[src/rtl/edge_capture_monitor_if.sv]
// Host read port of edge_capture_monitor.
//   rd_en    : host pops the head entry (ignored while rd_valid=0)
//   rd_valid : FIFO holds at least one entry
//   rd_data  : value of the head entry (show-ahead)
//   rd_ts    : timestamp of the head entry (show-ahead)
interface edge_capture_monitor_if #(
    parameter int unsigned DATA_W = 4,
    parameter int unsigned TS_W   = 12
);
    logic              rd_en;
    logic              rd_valid;
    logic [DATA_W-1:0] rd_data;
    logic [TS_W-1:0]   rd_ts;

    modport master (output rd_en, input rd_valid, rd_data, rd_ts);
    modport slave  (input rd_en, output rd_valid, rd_data, rd_ts);
endinterface

[src/rtl/edge_capture_monitor.sv]
// Samples a bus every sysclk while enabled, timestamps each value change and
// queues {timestamp, value} in a show-ahead FIFO drained by a host.
//   sysclk, sysrst_n : clock, asynchronous active-low reset
//   en               : capture enable (level)
//   clr              : synchronous flush of FIFO, overflow and ts_wrap
//   in_data          : monitored bus
//   rd               : host read port (rd_en / rd_valid / rd_data / rd_ts)
//   count            : entries currently held
//   overflow         : sticky, a change was dropped on a full FIFO
//   ts_wrap          : sticky, the timestamp counter wrapped while running
module edge_capture_monitor #(
    parameter int unsigned DATA_W = 4,
    parameter int unsigned TS_W   = 12,
    parameter int unsigned DEPTH  = 8
) (
    input  logic                     sysclk,
    input  logic                     sysrst_n,
    input  logic                     en,
    input  logic                     clr,
    input  logic [DATA_W-1:0]        in_data,
    edge_capture_monitor_if.slave    rd,
    output logic [$clog2(DEPTH):0]   count,
    output logic                     overflow,
    output logic                     ts_wrap
);
    localparam int unsigned PTR_W = $clog2(DEPTH);
    localparam int unsigned CNT_W = PTR_W + 1;
    localparam int unsigned ENT_W = TS_W + DATA_W;

    typedef enum logic {IDLE, RUN} state_t;

    state_t             state_q, state_d;
    logic [TS_W-1:0]    ts_cnt;
    logic [TS_W-1:0]    s_ts;
    logic [DATA_W-1:0]  s_val;
    logic               push_pend;
    logic [ENT_W-1:0]   mem [DEPTH];
    logic [PTR_W-1:0]   wr_ptr, rd_ptr;
    logic               rd_valid_q;

    logic               first_c, push_req_c, pop_c, full_c, wr_ok_c, drop_c;
    logic [TS_W-1:0]    ts_inc_c;
    logic [CNT_W-1:0]   cnt_d;

    // State register
    always_ff @(posedge sysclk or negedge sysrst_n) begin
        if (!sysrst_n) state_q <= IDLE;
        else           state_q <= state_d;
    end

    // Next state plus capture/FIFO control decisions
    always_comb begin
        state_d    = state_q;
        first_c    = 1'b0;
        push_req_c = 1'b0;
        pop_c      = rd.rd_en && rd_valid_q;
        full_c     = (count == CNT_W'(DEPTH));
        ts_inc_c   = ts_cnt + TS_W'(1);
        cnt_d      = count;
        case (state_q)
            IDLE: if (en) begin
                state_d    = RUN;
                first_c    = 1'b1;
                push_req_c = 1'b1;            // baseline sample always queued
            end
            RUN: begin
                if (!en) state_d = IDLE;
                else     push_req_c = (in_data != s_val);
            end
            default: state_d = IDLE;
        endcase
        // A full FIFO still takes a push when the head leaves on the same edge
        wr_ok_c = push_pend && (!full_c || pop_c);
        drop_c  = push_pend && full_c && !pop_c;
        case ({wr_ok_c, pop_c})
            2'b10:   cnt_d = count + CNT_W'(1);
            2'b01:   cnt_d = count - CNT_W'(1);
            default: cnt_d = count;
        endcase
    end

    // Sampler, timestamp counter and FIFO storage
    always_ff @(posedge sysclk or negedge sysrst_n) begin
        if (!sysrst_n) begin
            ts_cnt     <= '0;
            s_ts       <= '0;
            s_val      <= '0;
            push_pend  <= 1'b0;
            wr_ptr     <= '0;
            rd_ptr     <= '0;
            count      <= '0;
            rd_valid_q <= 1'b0;
            overflow   <= 1'b0;
            ts_wrap    <= 1'b0;
            for (int i = 0; i < int'(DEPTH); i++) mem[i] <= '0;
        end else begin
            if (en) begin
                s_val <= in_data;
                if (first_c) begin
                    s_ts   <= '0;
                    ts_cnt <= '0;
                end else begin
                    s_ts   <= ts_inc_c;
                    ts_cnt <= ts_inc_c;
                end
            end
            push_pend <= push_req_c && !clr;

            if (clr) begin
                wr_ptr     <= '0;
                rd_ptr     <= '0;
                count      <= '0;
                rd_valid_q <= 1'b0;
                overflow   <= 1'b0;
                ts_wrap    <= 1'b0;
            end else begin
                if (wr_ok_c) begin
                    mem[wr_ptr] <= {s_ts, s_val};
                    wr_ptr      <= wr_ptr + PTR_W'(1);
                end
                if (pop_c) rd_ptr <= rd_ptr + PTR_W'(1);
                count      <= cnt_d;
                rd_valid_q <= (cnt_d != '0);
                if (drop_c) overflow <= 1'b1;
                if (en && !first_c && (ts_cnt == '1)) ts_wrap <= 1'b1;
            end
        end
    end

    assign rd.rd_valid = rd_valid_q;
    assign rd.rd_data  = mem[rd_ptr][DATA_W-1:0];
    assign rd.rd_ts    = mem[rd_ptr][ENT_W-1:DATA_W];

endmodule

[src/flat_wrapper.sv]
// flat-port wrapper written by rule: the top's interface ports become plain ports
module edge_capture_monitor_flat 
#(
    parameter int unsigned DATA_W = 4,
    parameter int unsigned TS_W   = 12,
    parameter int unsigned DEPTH  = 8
)
  (sysclk, sysrst_n, en, clr, in_data, count, overflow, ts_wrap, rd_rd_en, rd_rd_valid, rd_rd_data, rd_rd_ts);
  edge_capture_monitor_if #(.DATA_W(DATA_W), .TS_W(TS_W)) rd_i ();
  input  logic sysclk;
  input  logic sysrst_n;
  input  logic en;
  input  logic clr;
  input  logic [DATA_W-1:0] in_data;
  output logic [$clog2(DEPTH):0] count;
  output logic overflow;
  output logic ts_wrap;
  input wire logic [$bits(rd_i.rd_en)-1:0] rd_rd_en;
  output wire logic [$bits(rd_i.rd_valid)-1:0] rd_rd_valid;
  output wire logic [$bits(rd_i.rd_data)-1:0] rd_rd_data;
  output wire logic [$bits(rd_i.rd_ts)-1:0] rd_rd_ts;
  assign rd_i.rd_en = rd_rd_en;
  assign rd_rd_valid = rd_i.rd_valid;
  assign rd_rd_data = rd_i.rd_data;
  assign rd_rd_ts = rd_i.rd_ts;
  edge_capture_monitor #(.DATA_W(DATA_W), .TS_W(TS_W), .DEPTH(DEPTH)) u_core (.sysclk(sysclk), .sysrst_n(sysrst_n), .en(en), .clr(clr), .in_data(in_data), .rd(rd_i), .count(count), .overflow(overflow), .ts_wrap(ts_wrap));
endmodule
[config.mk]
export PLATFORM = sky130hd
export DESIGN_NAME = edge_capture_monitor_flat
export DESIGN_NICKNAME = d
export VERILOG_FILES = /design/src/rtl/edge_capture_monitor_if.sv /design/src/rtl/edge_capture_monitor.sv /design/src/flat_wrapper.sv
export SDC_FILE = /design/constraint.sdc
export NUM_CORES = 1
export LEC_CHECK = 0
export ABC_AREA = 1
export CAP_MARGIN = 20
export CORE_ASPECT_RATIO = 1.4
export CORE_MARGIN = 2
export CORE_UTILIZATION = 55
export CTS_BUF_LIST = sky130_fd_sc_hd__clkbuf_4
export DETAILED_ROUTE_END_ITERATION = 6
export GPL_TIMING_DRIVEN = 0
export PLACE_DENSITY_LB_ADDON = 0.25
export SYNTH_ARGS = -nofsm -noshare
export SYNTH_HDL_FRONTEND = slang
export SYNTH_SLANG_ARGS = --single-unit
[constraint.sdc]
create_clock -name sysclk -period 2.2 [get_ports sysclk]
set_clock_uncertainty 0.15 [all_clocks]
set_input_delay 0.44 -clock sysclk [delete_from_list [all_inputs] [get_ports sysclk]]
set_output_delay 0.44 -clock sysclk [all_outputs]
set_load 0.02 [all_outputs]
; Word-level counts from Yosys, hierarchy flattened
; Index checks and enable logic that the tools add are counted.
[word_totals]
reg_bits = 159
in_bits = 9
output_inout_bits = 23
elab_cells = 76
[classes]
n_addsub = 5
n_lt_le_gt_ge = 3
eq_ne = 5
muxes = 22
bitwise = 4
n_reduce_logical = 19
[ops]
columns = op, count
row1 = bitwise mux 128 bit, 1
row2 = binary-select mux 16 bit (select 3 bit), 1
row3 = demux 16 bit (select 3 bit), 1
row4 = two-way mux 16 bit, 3
row5 = "adder 12 x 1 -> 12 bit, second input constant", 1
row6 = "== test 12 bit, second input constant", 1
row7 = two-way mux 12 bit, 1
row8 = two-way mux 3 bit, 4
row9 = ">= comparator 4 bit, second input constant", 2
row10 = logical AND 1 bit, 8
row11 = two-way mux 1 bit, 8
row12 = NOT 3 -> 4 bit, 2
row13 = one-hot mux 4 bit (2 select lines), 1
row14 = nonzero test 2 bit, 4
row15 = "adder 3 x 1 -> 3 bit, second input constant", 2
row16 = "adder 4 x 1 -> 4 bit, second input constant", 1
row17 = "== test 4 bit, second input constant", 1
row18 = logical NOT 1 bit, 4
row19 = "less-than comparator 4 x 1 -> 1 bit, second input constant", 1
row20 = two-way mux 4 bit, 1
row21 = inequality test 4 bit, 1
row22 = nonzero test 4 bit, 1
row23 = "subtractor 4 x 1 -> 4 bit, second input constant", 1
row24 = "== test 2 x 1 -> 1 bit, second input constant", 1
row25 = other kinds (5), 6

; Depth between registers and ports, before layout
[logic_depth]
ltp_word = 8
ltp_mapped = 13
ltp_nobuf = 13

; Worst setup path before layout
; OpenSTA, ideal clock, no wires.
[synth_timing]
path_type = register to register
startpoint = reg u_core.count[1]
endpoint = reg u_core.rd_valid_q, in the netlist u_core.rd.rd_valid
setup_ns = 0.119
t_arrival_ns = 2.159
path_slack_ns = -0.228
stages_incl_launch_ff = 14
n_path_buf = 0
synth_period_minus_slack_ns = 2.428
cell_sequence = dfrtp_1 > nor2_1 > nand4_2 > nand2_4 > ha_1 > nand2_1 > inv_1 > nor2_1 > ha_1 > or2_2 > o21ai_0 > a21oi_1 > a21oi_1 > nand2_1
[synth_between]
elab_chain_cells = 8
[synth_lines]
columns = item, line
row1 = from (decl), edge_capture_monitor.sv:22  ; output logic [$clog2(DEPTH):0] count,
row2 = from (signal assigned), edge_capture_monitor.sv:122  ; count <= cnt_d;
row3 = == test 4 bit, edge_capture_monitor.sv:57  ; full_c = (count == CNT_W'(DEPTH));
row4 = logical NOT 1 bit, edge_capture_monitor.sv:73  ; wr_ok_c = push_pend && (!full_c || pop_c);
row5 = logical OR 1 bit, edge_capture_monitor.sv:73
row6 = logical AND 1 bit, edge_capture_monitor.sv:73
row7 = == test 2 x 1 -> 1 bit / == test 2 bit (equally long branches), edge_capture_monitor.sv:75  ; case ({wr_ok_c, pop_c})
row8 = one-hot mux 4 bit (2 select lines) (*), edge_capture_monitor.sv:75
row9 = nonzero test 4 bit (*), edge_capture_monitor.sv:123  ; rd_valid_q <= (cnt_d != '0);
row10 = two-way mux 1 bit (*), edge_capture_monitor.sv:109  ; if (clr) begin
row11 = to (signal assigned), edge_capture_monitor.sv:123
row12 = to (decl), edge_capture_monitor.sv:39  ; logic rd_valid_q;
; Every way passes the cells marked *; elsewhere a longest branch is shown, timed or not.
; A chain may end at the register's enable or synchronous reset.

; Final worst setup path
[layout_timing]
startpoint = reg u_core.rd_ptr[0]
endpoint = out rd_rd_data[2]
[layout_between]
elab_chain_cells = 4
[layout_lines]
columns = item, line
row1 = from (decl), edge_capture_monitor.sv:38  ; logic [PTR_W-1:0] wr_ptr, rd_ptr;
row2 = from (signal assigned), edge_capture_monitor.sv:121  ; if (pop_c) rd_ptr <= rd_ptr + PTR_W'(1);
row3 = NOT 3 -> 4 bit (not written as such), edge_capture_monitor.sv:131  ; assign rd.rd_data = mem[rd_ptr][DATA_W-1:0];
row4 = binary-select mux 16 bit (select 3 bit), edge_capture_monitor.sv:131
row5 = two-way mux 16 bit (not written as such) (2 in a row), edge_capture_monitor.sv:131
row6 = to (decl), flat_wrapper.sv:20  ; output wire logic [$bits(rd_i.rd_data)-1:0] rd_rd_data;
; Every way passes these cells. The select of a mux whose other input is x is not followed.

==> run summary <==
#FFs+latches synth: 159
Final Cycle Share: 1.212
Setup CP Type: reg -> out
Switching Fraction: 0.3440
Slew HR: 0.5423
starting density of the core: 0.5645
die area: 14710 um2
Util after Layout: 0.6801
Hold Fails Final Rpt: 0
via count: 6345
die extent in x: 103.1 um
Post-Place Cells: 1068
synth top area cells: dfrtp_1 53%, nand2_1 11%, o21ai_1 7.1%
root buffer cell: clkbuf_4
Tmin final: 2666 ps
status: finished with violations
clock share of power: 0.238
total track usage: 0.2890
count of flip-flops with a built-in enable after synthesis: 0
CTS tree: built
R2R setup slack: 10 ps
total gr overflow: 0
CTS clk-pin slew, worst paths: 130 ps
MaxCap Viol Count: 0
CP Launch Type: flip-flop
clk sinks: 159
Via density: 5.665
pwr dens: 853.1 nW/um2
CP required: 1610 ps
initial antenna violation count: 1
hpwl dp: 13.18 mm
Comb power frac: 0.335
final setup vio count: 16
DRC viols: 0
Num CTS Buffers: 17
RD Place Congestion: 0.8833
min-delay src: clr
Non-Filler Instances: 1120
VDD IR max: 0.5888 mV
mean routed wirelength per cell: 17.77 um
DR pass1 iterations: 5
mean area per synthesized cell: 8.839 um2
cell area after layout: 9105 um2
failing checks: setup timing
Psw: 2.672 mW
Pint: 5.096 mW
syn nets: 870
vias in the first global route: 6422
CP Capture Type: output pin
CP max FO: 7
Core Box Area: 13390 um2
# rows: 50
area leader, netlist: dfrtp_1
most common flop cell mapped by yosys: dfrtp_1
reg2reg start: u_core.count[1]
post-synthesis sequential area ratio: 0.5265
I/O pin cnt: 32
ys async rst share: 1.000
Clk Latency, worst-skew pair: 570 ps
crit path DAT: 2080 ps
antenna viol nets, final: 0
share of the synthesized area in the top cell type: 0.5265
worst setup path startpoint: u_core.rd_ptr[0]
largest net degree at the start of global routing: 126
worst slew pin tran: 686.6 ps
layout cells sized above 1: 0.2188
FILL cells: 1086
first-pass GRT wire length: 32.39 mm
nets: 939
Tot Pwr: 7.768 mW
unrepaired setup endpoints after global routing: true
Hold Crit Class: in -> reg
Fmax: 0.3751 GHz
commonest cells in the netlist: 222 x nand2_1, 159 x dfrtp_1, 107 x o21ai_1
Placed Instance Area: 8145 um2
Max Slew Vio Count: 0
Die Height: 142.7 um
H-tree Lvls: 4
most frequent cell after synthesis: nand2_1
clk buf depth: 2
I/O Buffers: 30
Initial DRC Count: 397
Syn. warnings: 0
Distinct cells, synth: 34
setup_tns: -6447 ps
Post-Syn Area: 7557 um2
Mapped Cells: 855
Flop pwr share: 0.427
P&R area growth vs syn: 20.48%
static leakage: 4.257 nW
final worst slack: -466.1 ps
WL final: 19.91 mm
==> state kept, by name, indices dropped and copies added, names as in the netlist, 3 cells and up <==
register	cells
u_core.ts_cnt	12
u_core.count	4
u_core.mem	128
u_core.wr_ptr	3
u_core.s_val	4
u_core.rd_ptr	3
==> path summary, 6_finish.rpt <==
path | endpoint | cells past startpoint
setup / recovery | rd_rd_data[2] | 9
hold / removal | u_core.count[1] | 2
setup reg to reg | u_core.rd.rd_valid | 12
hold reg to reg | u_core.mem[24] | 2
max in group asynchronous | u_core.mem[19] | 3
min in group asynchronous | u_core.mem[114] | 2
==> critical path: stages (launching register included) <==
cell and delay [ps]:
dfrtp_1 430, buf_8 160, inv_8 100, buf_12 140, buf_12 120, nor2_1 40, o22ai_1 190, nand2_1 100
nand2_2 110, buf_6 120
==> area by class of cell <==
class                      count  area [um2]  area share
antenna                        1       2.502   0.0002748
clock buffer                  18       135.1     0.01484
clock inverter                14       165.2     0.01814
tap                          182       227.7     0.02501
buffer                        50       533.0     0.05854
timing repair buffer          51       596.8     0.06555
multi-input combinational    607        3311      0.3636
inverter                      38       151.4     0.01663
sequential                   159        3983      0.4374
==> power groups by stage <==
stage               clock (mW)  combinational (mW)  sequential [mW]
floorplan                    0                1.20             3.38
global placement             0                1.92             3.37
detailed placement           0                1.95             3.37
CTS                       1.87                2.45             3.31
global route              1.98                2.81             3.35
finish                    1.85                2.60             3.32
==> kinds of logic after synthesis <==
kind of cell	Yosys count	share of synthesized area
buffers and inverters	89	0.07086
AOI/OAI and AO/OA	230	0.1748
and+or+nand+nor	351	0.1921
adders and majority gates	6	0.009934
DFF	159	0.5265
muxes	16	0.02119
xor gates and xnor gates	4	0.004637
==> metrics by stage <==
step / hold WS (ps) / worst slack [ps]
6_report: 75.53 / -466.1
5_1_grt: 55.05 / -520.0
4_1_cts: 53.41 / -395.4
3_5_place_dp: 178.3 / -653.1
3_3_place_gp: 310.3 / -6536
2_1_floorplan: -5.591 / -18.44
==> what timing repair did <==
action,CTS,global route
cloned,4,0
pin swaps,28,28
setup endpoints to repair,20,19
buffers inserted,12,4
hold buffers,1,0
resized for setup,201,34
endpoints found under the hold margin,34,0
==> placed cells by master, fill, tap and decap left out, types with 4 or more instances in the layout <==
cell type | synthesis | final
o21ai_0 | 49 | 29
clkdlybuf4s50_1 | 0 | 8
mux2i_2 | 0 | 5
o32ai_1 | 16 | 7
a21oi_1 | 15 | 14
nor2_2 | 0 | 5
mux2i_1 | 16 | 9
o21ai_1 | 107 | 122
nor2_1 | 94 | 86
dfrtp_1 | 159 | 156
nand2_1 | 222 | 207
buf_16 | 0 | 4
clkbuf_8 | 3 | 9
o32ai_2 | 0 | 9
buf_4 | 1 | 12
clkbuf_2 | 0 | 5
o22ai_1 | 18 | 14
nand4_1 | 4 | 4
o22ai_2 | 0 | 4
buf_6 | 21 | 40
o21ai_2 | 21 | 25
nand2_4 | 9 | 10
clkbuf_1 | 17 | 4
ha_1 | 6 | 5
clkbuf_4 | 0 | 20
buf_8 | 0 | 4
nor3_1 | 7 | 7
nand2_2 | 0 | 14
nand3_1 | 9 | 9
inv_1 | 36 | 33
==> metal layers <==
metal | part of all wire | vias to the layer above | track usage
met1 | 0.39 | 3056 | 0.3510
met4 | 0.035 | 0 | 0.1295
met5 | 0 | - | 0
met2 | 0.52 | 209 | 0.4908
met3 | 0.051 | 73 | 0.05923
li1 | - | 3007 | -
Power figures use the tool's default switching activity.
